## config.mk

```make
export PLATFORM = sky130hd
export DESIGN_NAME = cache_line_fill
export DESIGN_NICKNAME = d
export VERILOG_FILES = /design/src/rtl/cache_pkg.sv /design/src/rtl/fill_line_buffer.sv /design/src/rtl/cache_line_fill.sv
export SDC_FILE = /design/constraint.sdc
export NUM_CORES = 1
export LEC_CHECK = 0
export ABC_AREA = 1
export CORE_AREA = 2 2 186 188
export CTS_BUF_LIST = sky130_fd_sc_hd__clkbuf_8
export DETAILED_ROUTE_END_ITERATION = 8
export DIE_AREA = 0 0 188 190
export GPL_ROUTABILITY_DRIVEN = 0
export PLACE_DENSITY_LB_ADDON = 0.3
export SLEW_MARGIN = 40
export SYNTH_ARGS = -nofsm -noshare
export SYNTH_HDL_FRONTEND = slang
export SYNTH_HIERARCHICAL = 1
export SYNTH_SLANG_ARGS = --single-unit
```

## constraint.sdc

```tcl
create_clock -name clock -period 5 [get_ports clock]
set_clock_uncertainty 0.2 [all_clocks]
set_input_delay 0.75 -clock clock [delete_from_list [all_inputs] [get_ports clock]]
set_output_delay 0.75 -clock clock [all_outputs]
set_load 0.05 [all_outputs]
```

## src/rtl/cache_pkg.sv

```systemverilog
// Shared widths, address field layout, line type and fill FSM encoding for
// the cache miss-refill engine cache_line_fill.
package cache_pkg;

  localparam int ADDR_W          = 32;
  localparam int WORD_W          = 64;
  localparam int WORDS_PER_LINE  = 4;
  localparam int SET_BITS        = 9;
  localparam int MAX_OUTSTANDING = 4;
  localparam int TAG_BITS        = ADDR_W - 14;

  localparam int BYTE_OFF  = 3;
  localparam int BLOCK_LSB = 3;
  localparam int SET_LSB   = 5;
  localparam int TAG_LSB   = 14;

  localparam int BLK_BITS = $clog2(WORDS_PER_LINE);
  localparam int LINE_W   = WORD_W * WORDS_PER_LINE;
  localparam int CNT_W    = $clog2(WORDS_PER_LINE) + 1;
  localparam int OUT_W    = $clog2(MAX_OUTSTANDING) + 1;

  typedef logic [LINE_W-1:0] line_t;
  typedef logic [WORD_W-1:0] word_t;

  typedef enum logic [1:0] {
    IDLE    = 2'd0,
    FETCH   = 2'd1,
    DELIVER = 2'd2
  } fill_state_e;

  function automatic logic [ADDR_W-1:0] make_addr(
    input logic [TAG_BITS-1:0] tag_f,
    input logic [SET_BITS-1:0] set_f,
    input logic [BLK_BITS-1:0] blk_f
  );
    return {tag_f, set_f, blk_f, {BYTE_OFF{1'b0}}};
  endfunction

endpackage

```

## src/rtl/fill_line_buffer.sv

```systemverilog
// Line assembly register for cache_line_fill: each returned word lands in
// its own slot of the line, which is cleared only by reset.
module fill_line_buffer
  import cache_pkg::*;
(
  input  logic                clock,
  input  logic                reset,
  input  logic                i_wr_en,
  input  logic [BLK_BITS-1:0] i_wr_slot,
  input  word_t               i_wr_data,
  output line_t               o_line
);

  line_t r_line;

  // write the addressed word slot, all other slots hold
  always_ff @(posedge clock) begin
    if (reset) begin
      r_line <= '0;
    end else begin
      for (int j = 0; j < WORDS_PER_LINE; j++) begin
        if (i_wr_en && (i_wr_slot == BLK_BITS'(j))) begin
          r_line[j*WORD_W +: WORD_W] <= i_wr_data;
        end
      end
    end
  end

  assign o_line = r_line;

endmodule

```

## src/rtl/cache_line_fill.sv

```systemverilog
// Cache miss-refill engine: fetches the four words of a missing line, rebuilds
// the line and hands it back for install. Optional macro
// CACHE_CRITICAL_WORD_FIRST_EN fetches the requested word first and forwards it.
module cache_line_fill
  import cache_pkg::*;
(
  input  logic                clock,
  input  logic                reset,
  input  logic                miss_valid,
  output logic                miss_ready,
  input  logic [ADDR_W-1:0]   miss_addr,
  output logic                mem_req_valid,
  input  logic                mem_req_ready,
  output logic [ADDR_W-1:0]   mem_req_addr,
  input  logic                mem_resp_valid,
  input  logic [WORD_W-1:0]   mem_resp_data,
  output logic                crit_valid,
  output logic [WORD_W-1:0]   crit_data,
  output logic                fill_valid,
  input  logic                fill_ready,
  output logic [LINE_W-1:0]   fill_line,
  output logic [TAG_BITS-1:0] fill_tag,
  output logic [SET_BITS-1:0] fill_set
);

  fill_state_e         r_state;
  logic [TAG_BITS-1:0] r_tag;
  logic [SET_BITS-1:0] r_set;
  logic [BLK_BITS-1:0] r_start;
  logic [CNT_W-1:0]    r_req_cnt;
  logic [CNT_W-1:0]    r_resp_cnt;
  logic [OUT_W-1:0]    r_outstanding;
  logic                r_fill_valid;

  logic                w_miss_fire;
  logic                w_req_fire;
  logic                w_resp_fire;
  logic                w_first_resp;
  logic                w_last_resp;
  logic [BLK_BITS-1:0] w_start;
  logic [BLK_BITS-1:0] w_req_blk;
  logic [BLK_BITS-1:0] w_resp_blk;
  line_t               w_line;
  logic                w_unused_addr;

`ifdef CACHE_CRITICAL_WORD_FIRST_EN
  assign w_start = miss_addr[BLOCK_LSB +: BLK_BITS];
`else
  assign w_start = '0;
`endif
  assign w_unused_addr = &{1'b0, miss_addr[BLOCK_LSB+BLK_BITS-1:0]};

  assign miss_ready    = (r_state == IDLE);
  assign w_miss_fire   = miss_valid && miss_ready;
  // block order wraps inside the line because the sum is only BLK_BITS wide
  assign w_req_blk     = r_start + r_req_cnt[BLK_BITS-1:0];
  assign w_resp_blk    = r_start + r_resp_cnt[BLK_BITS-1:0];
  assign mem_req_valid = (r_state == FETCH) &&
                         (r_req_cnt < CNT_W'(WORDS_PER_LINE)) &&
                         (r_outstanding < OUT_W'(MAX_OUTSTANDING));
  assign mem_req_addr  = make_addr(r_tag, r_set, w_req_blk);
  assign w_req_fire    = mem_req_valid && mem_req_ready;
  // responses with nothing in flight (e.g. after reset) are stale and dropped
  assign w_resp_fire   = mem_resp_valid && (r_state == FETCH) && (r_outstanding != '0);
  assign w_first_resp  = w_resp_fire && (r_resp_cnt == '0);
  assign w_last_resp   = w_resp_fire && (r_resp_cnt == CNT_W'(WORDS_PER_LINE - 1));

  // fill sequencing, request/response bookkeeping
  always_ff @(posedge clock) begin
    if (reset) begin
      r_state       <= IDLE;
      r_tag         <= '0;
      r_set         <= '0;
      r_start       <= '0;
      r_req_cnt     <= '0;
      r_resp_cnt    <= '0;
      r_outstanding <= '0;
      r_fill_valid  <= 1'b0;
    end else begin
      case (r_state)
        IDLE: begin
          if (w_miss_fire) begin
            r_state       <= FETCH;
            r_tag         <= miss_addr[TAG_LSB +: TAG_BITS];
            r_set         <= miss_addr[SET_LSB +: SET_BITS];
            r_start       <= w_start;
            r_req_cnt     <= '0;
            r_resp_cnt    <= '0;
            r_outstanding <= '0;
          end
        end
        FETCH: begin
          if (w_req_fire) r_req_cnt <= r_req_cnt + CNT_W'(1);
          if (w_resp_fire) r_resp_cnt <= r_resp_cnt + CNT_W'(1);
          case ({w_req_fire, w_resp_fire})
            2'b10:   r_outstanding <= r_outstanding + OUT_W'(1);
            2'b01:   r_outstanding <= r_outstanding - OUT_W'(1);
            default: r_outstanding <= r_outstanding;
          endcase
          if (w_last_resp) begin
            r_state      <= DELIVER;
            r_fill_valid <= 1'b1;
          end
        end
        DELIVER: begin
          if (fill_ready) begin
            r_state      <= IDLE;
            r_fill_valid <= 1'b0;
          end
        end
        default: begin
          r_state      <= IDLE;
          r_fill_valid <= 1'b0;
        end
      endcase
    end
  end

`ifdef CACHE_CRITICAL_WORD_FIRST_EN
  logic  r_crit_valid;
  word_t r_crit_data;

  // forward the first returned word one cycle after capture
  always_ff @(posedge clock) begin
    if (reset) begin
      r_crit_valid <= 1'b0;
      r_crit_data  <= '0;
    end else begin
      r_crit_valid <= w_first_resp;
      if (w_first_resp) r_crit_data <= mem_resp_data;
    end
  end

  assign crit_valid = r_crit_valid;
  assign crit_data  = r_crit_data;
`else
  logic w_unused_first;
  assign w_unused_first = w_first_resp;
  assign crit_valid     = 1'b0;
  assign crit_data      = '0;
`endif

  fill_line_buffer u_buf (
    .clock     (clock),
    .reset     (reset),
    .i_wr_en   (w_resp_fire),
    .i_wr_slot (w_resp_blk),
    .i_wr_data (mem_resp_data),
    .o_line    (w_line)
  );

  assign fill_valid = r_fill_valid;
  assign fill_line  = w_line;
  assign fill_tag   = r_tag;
  assign fill_set   = r_set;

endmodule

```

==> key figures <==
Clock network
  – Cells resized by post-CTS repair: 0
  – Post-CTS setup buffers: 0
  – Clock tree buffer depth: 3
  – H-tree depth: 2
  – Clk root buf: clkbuf_8
  – Clock-pin slew on the worst setup and hold paths: roughly 60 ps
  – Post-CTS Hold Buffers: 0
  – Skew-Pair Late Insertion Delay: around 550 ps
  – CTS tree: built
  – Clk sinks: 295
  – Num CTS Buffers: 51

Logic synthesis
  – Flops & latches, synth: ~300
  – Synth Cell Area: roughly 13000 µm²
  – Synth top area cells: dfxtp_1 (46%), nor2_1 (15%), nand2_1 (13%)
  – Post-synth top area cell: dfxtp_1
  – Mean post-synth cell area: roughly 6.6 µm²
  – Synthesis Warnings: 6
  – Synth cell types: 31
  – Top-area cell type share of the netlist area: between 40% and 50%
  – Synth Instances: ~2000
  – Post-synthesis sequential area ratio: 45.7%

Floorplanning
  – Die W: ~190 µm
  – Num ports: a little under 500
  – Core area: ~34000 µm²
  – Initial Util: a little under two fifths
  – Die area: approximately 36000 µm²
  – Die height: ~190 µm
  – Row count: 68

Hold path
  – Hold_sp: fill_valid
  – Hold Crit Class: reg -> reg

Setup path
  – CP startpoint: r_state[0]
  – Critical Path RT: 4050 ps
  – Crit-path most repeated cell: inv_1
  – CP Data Arrival Time: ~2100 ps
  – Worst-path cell with the longest stage delay: clkdlybuf4s50_1
  – Critical Path Start Type: register
  – Crit-path max FO: 5
  – WP buf/inv: 3
  – Critical path class: reg -> out
  – CP Capture Type: output port
  – R2r startpoint: r_outstanding[0]
  – CP max stage delay: approximately 800 ps
  – Worst path cell trace: inv_1 -> nor2_4 -> nand2_2 -> inv_1 -> clkdlybuf4s50_1
  – Top delay family on crit path: buffers and inverters

Timing
  – Fmax achieved: roughly 320 MHz
  – Final Hold Fails: 0
  – Fin. max-slew vios: 0
  – Worst slew pin tran: ~820 ps
  – Rel. slew slack: about 46%
  – Setup violators final: 0
  – Final Cycle Share: between 60% and 70%
  – Fin Setup TNS: 0 ps
  – Minimum clock period after layout: slightly above 3000 ps
  – RSZ-0062 raised after global routing: false

Power and ir drop
  – Peak supply drop: approximately 0.18 mV
  – Static Leak: between 8 and 9 nW
  – Power Density: just under 300 nW/µm²

Finish
  – Ant. Diodes: 0
  – Multi-input gate area: 5040 µm²
  – Final #Nets: roughly 2400
  – Register area: 5910 µm²
  – Layout cell share with drive strength beyond 1: 4.23%
  – Area added between synthesis and finish: 37.3%
  – Fillers: 3261
  – Non-filler instance count after layout: ~2800

Global route
  – First-pass GRT wire length: 57900 µm
  – Total GRT Usage: between 15 and 20%
  – Initial antenna violation count: 0
  – Largest net degree at the start of global routing: 95
  – Vias in the first global route: roughly 11000
  – Grt ovf: 0

Flow run
  – Max Cap Viol: 0

Routing
  – # DRC: 0
  – Routed length per instance: 13.3 µm
  – DRT Wirelength: around 37000 µm
  – Antenna-violating nets left: 0
  – Vias per inst: roughly 4.4
  – Via count: about 12000
  – First DRT Iteration DRCs: ~550
  – First-pass detailed-route iteration total: 7

Placement
  – PortBufs: approximately 400
  – DPL Wire Length: between 20000 and 30000 µm
  – Dpl cells: approximately 2700

Status
  – Status: complete, no violations
## registers in the layout (all words and copies together), names as in the netlist
name and flops:
fill_set 9, fill_tag 18, fill_valid 1, r_outstanding 3
r_req_cnt 3, r_resp_cnt 3, r_state 2, u_buf/o_line 256
## synthesized netlist by cell type, drive strengths merged
| library cell | n |
|---|---|
| a21oi | 73 |
| buf | 190 |
| clkbuf | 14 |
| conb | 1 |
| dfxtp | 295 |
| fa | 1 |
| ha | 3 |
| inv | 277 |
| nand2 | 468 |
| nand3 | 73 |
| nand4 | 2 |
| nor2 | 514 |
| nor3 | 2 |
| o21ai | 30 |
| o22ai | 1 |
| or2 | 1 |
| xnor2 | 1 |
## report_power, final
group	total [W]	internal (W)	switching, W
clock network	0.00206	0.00111	0.000948
logic	0.000788	0.000231	0.000556
registers	0.00244	0.00240	0.0000351
total	0.00529	0.00375	0.00154
## logic make-up (layout without fill, tap and decap cells)
family	after synthesis	count (layout)	share of synthesized area, %
AND/OR/NAND/NOR	1060	1060	32.0
buffers and inverters	481	784	17.7
flip-flops	295	295	45.7
AO/OA/AOI/OAI	104	104	4.06
adder cells (fa/ha/maj)	4	4	0.445
other	1	68	0.0290
XOR/XNOR	1	1	0.0677
## worst register-to-register path, stage by stage (launching register included)
cell and delay [ps]:
dfxtp_1 400, nor2_1 80, nand2_1 170, nand2_8 90, inv_4 410, nand3_4 650
buf_12 500, nand2_1 130, nand2_1 60, nor2_1 100
## final timing paths
path / endpoint / slack, ps / cells after the start
worst max-delay path: mem_req_valid / 1910 / 5
worst min-delay path: fill_valid / 270 / 2
worst max register to register: u_buf/o_line[117] / 2160 / 9
worst min register to register: fill_valid / 270 / 2
## metrics by stage
step | power (W) | utilization, % | hold WS, ps | cell area (µm²) | setup slack [ps]
floorplan | 0.00307 | - | 265 | 13200 | 2740
global placement | 0.00327 | 49.5 | 252 | 16800 | 1400
detailed placement | 0.00327 | 49.5 | 267 | 16800 | 1350
CTS | 0.00537 | 52.3 | 280 | 17800 | 1850
global route | 0.00553 | 52.3 | 296 | 17800 | 1730
finish | 0.00529 | 52.3 | 270 | 17800 | 1910
## area by class of cell
cell class,instances,area share [%]
clock buffer,59,4.57
clock inverter,27,0.810
inverter,277,5.92
multi-input combinational,1237,28.4
sequential,295,33.2
tap,455,3.21
timing repair buffer,421,23.9
## layer usage
layer / wire length, µm / share of wire [%] / vias up / GRT usage (%)
met5: 0 / 0 / - / 0
met4: 1190 / 3.2 / 0 / 7.54
met3: 3110 / 8.4 / 86 / 5.79
met2: 17300 / 47 / 443 / 33.8
met1: 15300 / 41 / 5373 / 23.5
li1: - / - / 6206 / -
## placed cells by master (no fill, tap or decap), types with 2 or more instances in the layout
| master | n |
|---|---|
| dfxtp_1 | 295 |
| clkdlybuf4s50_1 | 411 |
| nand3_1 | 68 |
| a21oi_1 | 72 |
| inv_4 | 2 |
| clkbuf_8 | 59 |
| inv_1 | 292 |
| nor2_1 | 508 |
| clkinv_2 | 4 |
| buf_4 | 5 |
| nor2_2 | 3 |
| clkinvlp_4 | 3 |
| nand4_1 | 2 |
| nor3_1 | 2 |
| nor2_4 | 3 |
| nand3_2 | 2 |
| nand2_1 | 463 |
| buf_12 | 4 |
| o21ai_0 | 29 |
| conb_1 | 68 |
| nand3_4 | 3 |
| nand2_2 | 3 |
| ha_1 | 3 |
Power figures use the tool's default switching activity.
